`src/rtl/instr_encoder_if.sv`:
```
// Request/instruction bundle between a micro-op source, the encoder and the
// control unit. The encoder connects through the slave modport.
interface instr_encoder_if;
    logic        req_valid;
    logic        req_ready;
    logic [2:0]  req_op;
    logic [4:0]  req_rs;
    logic [4:0]  req_rt;
    logic [4:0]  req_rd;
    logic [15:0] req_imm;
    logic        instr_valid;
    logic        instr_ready;
    logic [31:0] instruction;
    logic        err_illegal;

    modport master (
        output req_valid, req_op, req_rs, req_rt, req_rd, req_imm, instr_ready,
        input  req_ready, instr_valid, instruction, err_illegal
    );

    modport slave (
        input  req_valid, req_op, req_rs, req_rt, req_rd, req_imm, instr_ready,
        output req_ready, instr_valid, instruction, err_illegal
    );
endinterface

```
`src/rtl/instr_encoder.sv`:
```
// Encodes micro-op requests into 32-bit instruction words and queues them in a
// DEPTH-entry FIFO. Define ENC_COUNT_EN to add the issued_count output.
module instr_encoder #(
    parameter int          DEPTH   = 4,
    parameter logic [4:0]  SHAMT_R = 5'b01010
) (
    input  logic            clk,
    input  logic            rst,
    instr_encoder_if.slave  bus
`ifdef ENC_COUNT_EN
    ,
    output logic [15:0]     issued_count
`endif
);
    localparam int AW = (DEPTH > 1) ? $clog2(DEPTH) : 1;
    localparam int CW = AW + 1;

    logic [31:0]   mem_r [DEPTH];
    logic [AW-1:0] head_r;
    logic [AW-1:0] tail_r;
    logic [CW-1:0] count_r;
    logic          err_r;

    logic          full_s;
    logic          empty_s;
    logic          accept_s;
    logic          illegal_s;
    logic          push_s;
    logic          pop_s;
    logic [31:0]   word_s;

    // Field packing for each op; op 7 never reaches the FIFO so its word is unused.
    function automatic logic [31:0] encode(
        input logic [2:0]  op,
        input logic [4:0]  rs,
        input logic [4:0]  rt,
        input logic [4:0]  rd,
        input logic [15:0] imm
    );
        logic [31:0] w;
        case (op)
            3'd0:    w = {6'b000001, rs, rt, rd, SHAMT_R, 6'b100000};
            3'd1:    w = {6'b000001, rs, rt, rd, SHAMT_R, 6'b100010};
            3'd2:    w = {6'b000001, rs, rt, rd, SHAMT_R, 6'b100100};
            3'd3:    w = {6'b000001, rs, rt, rd, SHAMT_R, 6'b100101};
            3'd4:    w = {6'b000001, rs, rt, rd, SHAMT_R, 6'b110010};
            3'd5:    w = {6'b000010, rs, rt, imm};
            3'd6:    w = {6'b000011, rs, rt, imm};
            default: w = 32'h0000_0000;
        endcase
        return w;
    endfunction

    // Handshake decode and encoding of the current request.
    always_comb begin
        full_s    = (count_r == CW'(DEPTH));
        empty_s   = (count_r == {CW{1'b0}});
        accept_s  = bus.req_valid && !full_s;
        illegal_s = (bus.req_op == 3'd7);
        push_s    = accept_s && !illegal_s;
        pop_s     = !empty_s && bus.instr_ready;
        word_s    = encode(bus.req_op, bus.req_rs, bus.req_rt, bus.req_rd, bus.req_imm);
    end

    // FIFO storage, pointers, occupancy and the sticky illegal-op flag.
    always_ff @(posedge clk or posedge rst) begin
        if (rst) begin
            for (int i = 0; i < DEPTH; i++) begin
                mem_r[i] <= 32'h0000_0000;
            end
            head_r  <= {AW{1'b0}};
            tail_r  <= {AW{1'b0}};
            count_r <= {CW{1'b0}};
            err_r   <= 1'b0;
        end else begin
            if (push_s) begin
                mem_r[tail_r] <= word_s;
                tail_r        <= tail_r + AW'(1'b1);
            end else begin
                tail_r        <= tail_r;
            end
            if (pop_s) begin
                head_r <= head_r + AW'(1'b1);
            end else begin
                head_r <= head_r;
            end
            case ({push_s, pop_s})
                2'b10:   count_r <= count_r + CW'(1'b1);
                2'b01:   count_r <= count_r - CW'(1'b1);
                default: count_r <= count_r;
            endcase
            if (accept_s && illegal_s) begin
                err_r <= 1'b1;
            end else begin
                err_r <= err_r;
            end
        end
    end

`ifdef ENC_COUNT_EN
    logic [15:0] issued_r;

    // Count of words taken by the consumer; wraps naturally at 16 bits.
    always_ff @(posedge clk or posedge rst) begin
        if (rst) begin
            issued_r <= 16'h0000;
        end else if (pop_s) begin
            issued_r <= issued_r + 16'h0001;
        end else begin
            issued_r <= issued_r;
        end
    end

    assign issued_count = issued_r;
`endif

    // The head word is driven straight from storage, so it cannot move while stalled.
    always_comb begin
        bus.req_ready   = !full_s;
        bus.instr_valid = !empty_s;
        bus.err_illegal = err_r;
        if (empty_s) begin
            bus.instruction = 32'h0000_0000;
        end else begin
            bus.instruction = mem_r[head_r];
        end
    end
endmodule

```
`src/flat_wrapper.sv`:
```
// flat-port wrapper written by rule: the top's interface ports become plain ports
module instr_encoder_flat 
#(
    parameter int          DEPTH   = 4,
    parameter logic [4:0]  SHAMT_R = 5'b01010
)
  (clk, rst, bus_req_valid, bus_req_op, bus_req_rs, bus_req_rt, bus_req_rd, bus_req_imm, bus_instr_ready, bus_req_ready, bus_instr_valid, bus_instruction, bus_err_illegal);
  instr_encoder_if bus_i ();
  input  logic clk;
  input  logic rst;
  input wire logic [$bits(bus_i.req_valid)-1:0] bus_req_valid;
  input wire logic [$bits(bus_i.req_op)-1:0] bus_req_op;
  input wire logic [$bits(bus_i.req_rs)-1:0] bus_req_rs;
  input wire logic [$bits(bus_i.req_rt)-1:0] bus_req_rt;
  input wire logic [$bits(bus_i.req_rd)-1:0] bus_req_rd;
  input wire logic [$bits(bus_i.req_imm)-1:0] bus_req_imm;
  input wire logic [$bits(bus_i.instr_ready)-1:0] bus_instr_ready;
  output wire logic [$bits(bus_i.req_ready)-1:0] bus_req_ready;
  output wire logic [$bits(bus_i.instr_valid)-1:0] bus_instr_valid;
  output wire logic [$bits(bus_i.instruction)-1:0] bus_instruction;
  output wire logic [$bits(bus_i.err_illegal)-1:0] bus_err_illegal;
  assign bus_i.req_valid = bus_req_valid;
  assign bus_i.req_op = bus_req_op;
  assign bus_i.req_rs = bus_req_rs;
  assign bus_i.req_rt = bus_req_rt;
  assign bus_i.req_rd = bus_req_rd;
  assign bus_i.req_imm = bus_req_imm;
  assign bus_i.instr_ready = bus_instr_ready;
  assign bus_req_ready = bus_i.req_ready;
  assign bus_instr_valid = bus_i.instr_valid;
  assign bus_instruction = bus_i.instruction;
  assign bus_err_illegal = bus_i.err_illegal;
  instr_encoder #(.DEPTH(DEPTH), .SHAMT_R(SHAMT_R)) u_core (.clk(clk), .rst(rst), .bus(bus_i));
endmodule
```
`config.mk`:
```
export PLATFORM = sky130hd
export DESIGN_NAME = instr_encoder_flat
export DESIGN_NICKNAME = d
export VERILOG_FILES = /design/src/rtl/instr_encoder_if.sv /design/src/rtl/instr_encoder.sv /design/src/flat_wrapper.sv
export SDC_FILE = /design/constraint.sdc
export NUM_CORES = 1
export LEC_CHECK = 0
export CAP_MARGIN = 15
export CELL_PAD_IN_SITES_DETAIL_PLACEMENT = 0
export CELL_PAD_IN_SITES_GLOBAL_PLACEMENT = 1
export CORE_MARGIN = 2
export CORE_UTILIZATION = 48
export CTS_CLUSTER_SIZE = 40
export DETAILED_ROUTE_END_ITERATION = 10
export PLACE_DENSITY = 0.95
export SYNTH_ARGS = -nofsm -noshare
export SYNTH_HDL_FRONTEND = slang
export SYNTH_SLANG_ARGS = --single-unit
```
`constraint.sdc`:
```
create_clock -name clk -period 11.86 [get_ports clk]
set_clock_uncertainty 0.2 [all_clocks]
set_input_delay 1.186 -clock clk [delete_from_list [all_inputs] [get_ports clk]]
set_output_delay 1.186 -clock clk [all_outputs]
set_load 0.02 [all_outputs]
```
==> impl_metrics.csv <==
group,metric,value,unit
drt,drc,0,
clock_network,cts_made_buffers,17,
drt,drtPass1Iterations,6,
floorplanning,die_w,114,um
power_and_ir_drop,leakage,3.00,nW
placement,placed_cell_area,6500,um2
worst_setup_path,arrival,2.84,ns
sta,fmax,237,MHz
floorplanning,io_pins,73,
layout,antenna_cells,0,
synthesis,synth_seq_cells,120,
synthesis,synthArstFlopShare,100,%
placement,place_inst,665,
clock_network,cts_sinks,120,
floorplanning,dieArea,13000,um2
power_and_ir_drop,netSwitchingFraction,33.8,%
clock_network,postCtsSetupBuffers,0,
clock_network,root_buffer,"clkbuf_16",
outcome,status,"finished clean",
flow_run,cap_viol_max_count,0,
drt,drt.antenna.violating_nets,0,
placement,place_congestion,0.754,
grt,grt_pass1_vias,4225,
power_and_ir_drop,ir_worst_vdd,140,uV
drt,vias,4008,
sta,fin_tns_setup,0,ns
power_and_ir_drop,p_switching,0.727,mW
synthesis,syn_area_per_cell,12.1,um2
sta,drv_slew,0,
clock_network,cts_tree,"yes",
synthesis,dominantRegCellSynth,"dfrtp_1",
layout,fin_area,7060,um2
worst_hold_path,holdPathStages,2,
floorplanning,core_area,11900,um2
floorplanning,start_util,48.7,%
clock_network,cts.path.max_buffers,2,
drt,routed_via_density,5.75,
worst_setup_path,critPathLaunchType,"flop",
worst_setup_path,cp-end-kind,"primary output",
sta,worst_pin_slew,1.06,ns
worst_hold_path,hold_path_class,"reg -> reg",
power_and_ir_drop,seqPwrFrac,35.0,%
layout,syn_to_final_growth,21.7,%
grt,grt_pass1_wl,21.2,mm
worst_setup_path,reg2reg_to,"u_core.count_r[2]",
clock_network,cts_resized,0,
layout,final_cells,697,
worst_setup_path,r2r_setup_slack,9.09,ns
sta,period_share,35.6,%
synthesis,synth_edf_count,0,
power_and_ir_drop,p_clk_share,22.5,%
synthesis,yosys_warnings,0,
drt,wl_per_cell,18.2,um
layout,nets,581,
synthesis,netlist_area,5800,um2
grt,grt_util_all_layers,21.3,%
power_and_ir_drop,combPwrFrac,42.5,%
placement,dp_hpwl,8.07,mm
synthesis,syn_inst,478,
worst_hold_path,hold_end,"u_core.mem_r[108]",
worst_setup_path,rr_worst_depth,8,
worst_setup_path,worstPathMaxFanout,30,
floorplanning,rows,40,
worst_setup_path,crit_type,"reg -> out",
worst_setup_path,critPathRequiredTime,10.47,ns
clock_network,clk_pin_slew_worst_paths,0.05,ns
synthesis,ys_types,40,
power_and_ir_drop,p_total,2.15,mW
sta,hold_viol,0,
grt,grt.overflow.total,0,
sta,rsz0062_at_grt,"no",
power_and_ir_drop,p_int,1.42,mW
worst_hold_path,hold_start,"u_core.mem_r[108]",
clock_network,insertion_delay,0.41,ns
clock_network,hold_buffers,0,
placement,io_buffers,68,
clock_network,h-tree-depth,4,
synthesis,yosysSeqAreaShare,51.8,%
floorplanning,die_h,114,um
layout,fillers,929,
layout,multi_input_area,2540,um2
layout,final-seq-area,3000,um2
power_and_ir_drop,power-per-cell-area,304,nW/um2
drt,drt-initial-drc-count,342,
layout,drive_above_1_share,22.4,%
grt,antenna_found_initial,0,
drt,drt-total-wl,12.7,mm
sta,setup_viol,0,
worst_setup_path,r2r-start,"u_core.count_r[0]",
sta,relSlewSlack,29.4,%
grt,grt_start_max_net_pins,67,
sta,finalCriticalPeriod,4.22,ns
[final cells by class]
class | instances | area share (%)
Multi-Input combinational cell | 313 | 36.0
Timing Repair Buffer | 75 | 10.4
Sequential cell | 120 | 42.5
Inverter | 10 | 0.567
Clock inverter | 9 | 1.44
Tap cell | 147 | 2.60
Clock buffer | 23 | 6.48
[stage by stage]
step | worst slack, ns | hold slack, ns | util, %
2_1_floorplan | 7.29 | 0.245 | -
4_1_cts | 7.56 | 0.278 | 59.3
5_1_grt | 7.43 | 0.294 | 59.3
3_5_place_dp | 8.02 | 0.267 | 54.6
3_3_place_gp | 8.04 | 0.257 | 54.6
6_report | 7.64 | 0.273 | 59.3
[flip-flops by register name (all words and copies together), names as in the netlist]
| name | flops |
|---|---|
| u_core.head_r | 2 |
| u_core.tail_r | 2 |
| u_core.count_r | 3 |
| u_core.bus.err_illegal | 1 |
| u_core.mem_r | 112 |
[cells in the mapped netlist (2+ instances only)]
library cell | instances | area share, %
a31oi_1 | 8 | 0.86
a32oi_1 | 6 | 0.91
and2_1 | 31 | 3.3
and3_1 | 5 | 0.54
buf_2 | 13 | 1.1
buf_4 | 9 | 1.2
buf_6 | 5 | 0.97
clkbuf_1 | 11 | 0.71
dfrtp_1 | 120 | 52
ha_1 | 5 | 1.1
inv_1 | 9 | 0.58
maj3_1 | 3 | 0.52
mux2_2 | 48 | 9.3
mux4_2 | 28 | 11
nand2_1 | 58 | 3.8
nand2b_1 | 5 | 0.54
nand3_1 | 13 | 1.1
nand4_2 | 4 | 0.86
nor2_1 | 2 | 0.13
nor2b_1 | 5 | 0.54
o21ai_0 | 67 | 5.8
xnor2_1 | 3 | 0.45
xor2_1 | 3 | 0.45
[cell usage in the layout, fill, tap and decap left out, types with 2 or more instances in the layout]
cell type	Yosys	final
dfrtp_1	120	119
nor2b_1	5	5
nand2_1	58	58
clkbuf_1	11	5
a32oi_1	6	6
nor2_1	2	2
ha_1	5	5
nand2b_1	5	5
clkdlybuf4s50_1	0	68
buf_4	9	7
mux2_2	48	48
nand3_1	13	13
xnor2_1	3	3
a31oi_1	8	8
conb_1	1	4
clkinv_2	0	5
clkbuf_16	0	17
and3_1	5	5
inv_1	9	8
bufinv_16	0	2
mux4_2	28	28
xor2_1	3	3
nand4_2	4	4
and2_1	31	31
maj3_1	3	3
o21ai_0	67	67
[power groups by stage]
stage	Sequential [mW]	Combinational, mW	Clock, mW
6_report	0.751	0.913	0.484
5_1_grt	0.775	0.987	0.509
4_1_cts	0.751	0.923	0.490
3_5_place_dp	0.755	0.916	0
3_3_place_gp	0.736	0.891	0
2_1_floorplan	0.679	0.672	0
[logic make-up after synthesis]
logic type / after synthesis / share of synthesized area [%]
xor gates and xnor gates: 6 / 0.906
buffers and inverters: 48 / 4.62
DFF: 120 / 51.8
and+or+nand+nor: 129 / 11.7
AOI/OAI and AO/OA: 86 / 8.18
muxes: 78 / 20.6
adders and majority gates: 10 / 2.14
other: 1 / 0.0646
[worst max path at each step]
stage,startpoint,cells past startpoint,to
2_1_floorplan,rst,1,u_core.bus.err_illegal
3_3_place_gp,u_core.head_r[0],3,bus_instruction[0]
3_5_place_dp,u_core.head_r[0],3,bus_instruction[1]
4_1_cts,u_core.head_r[0],3,bus_instruction[22]
5_1_grt,u_core.head_r[0],3,bus_instruction[27]
6_report,u_core.head_r[0],3,bus_instruction[22]
[routing by layer]
layer  GRT usage (%)  part of all wire, %  vias to the layer above
li1                -                    -                     1811
met1            26.9                   42                     2045
met2            35.0                   51                      129
met3            4.89                  4.5                       23
met4            10.0                  2.2                        0
met5               0                    0                        -
[worst max-delay path, stage by stage, from the launching register on]
cell and delay (ns):
dfrtp_2 1.06, mux4_2 0.61, and2_1 0.18, clkdlybuf4s50_1 0.55
No activity file was read; power rests on OpenSTA's default activity.
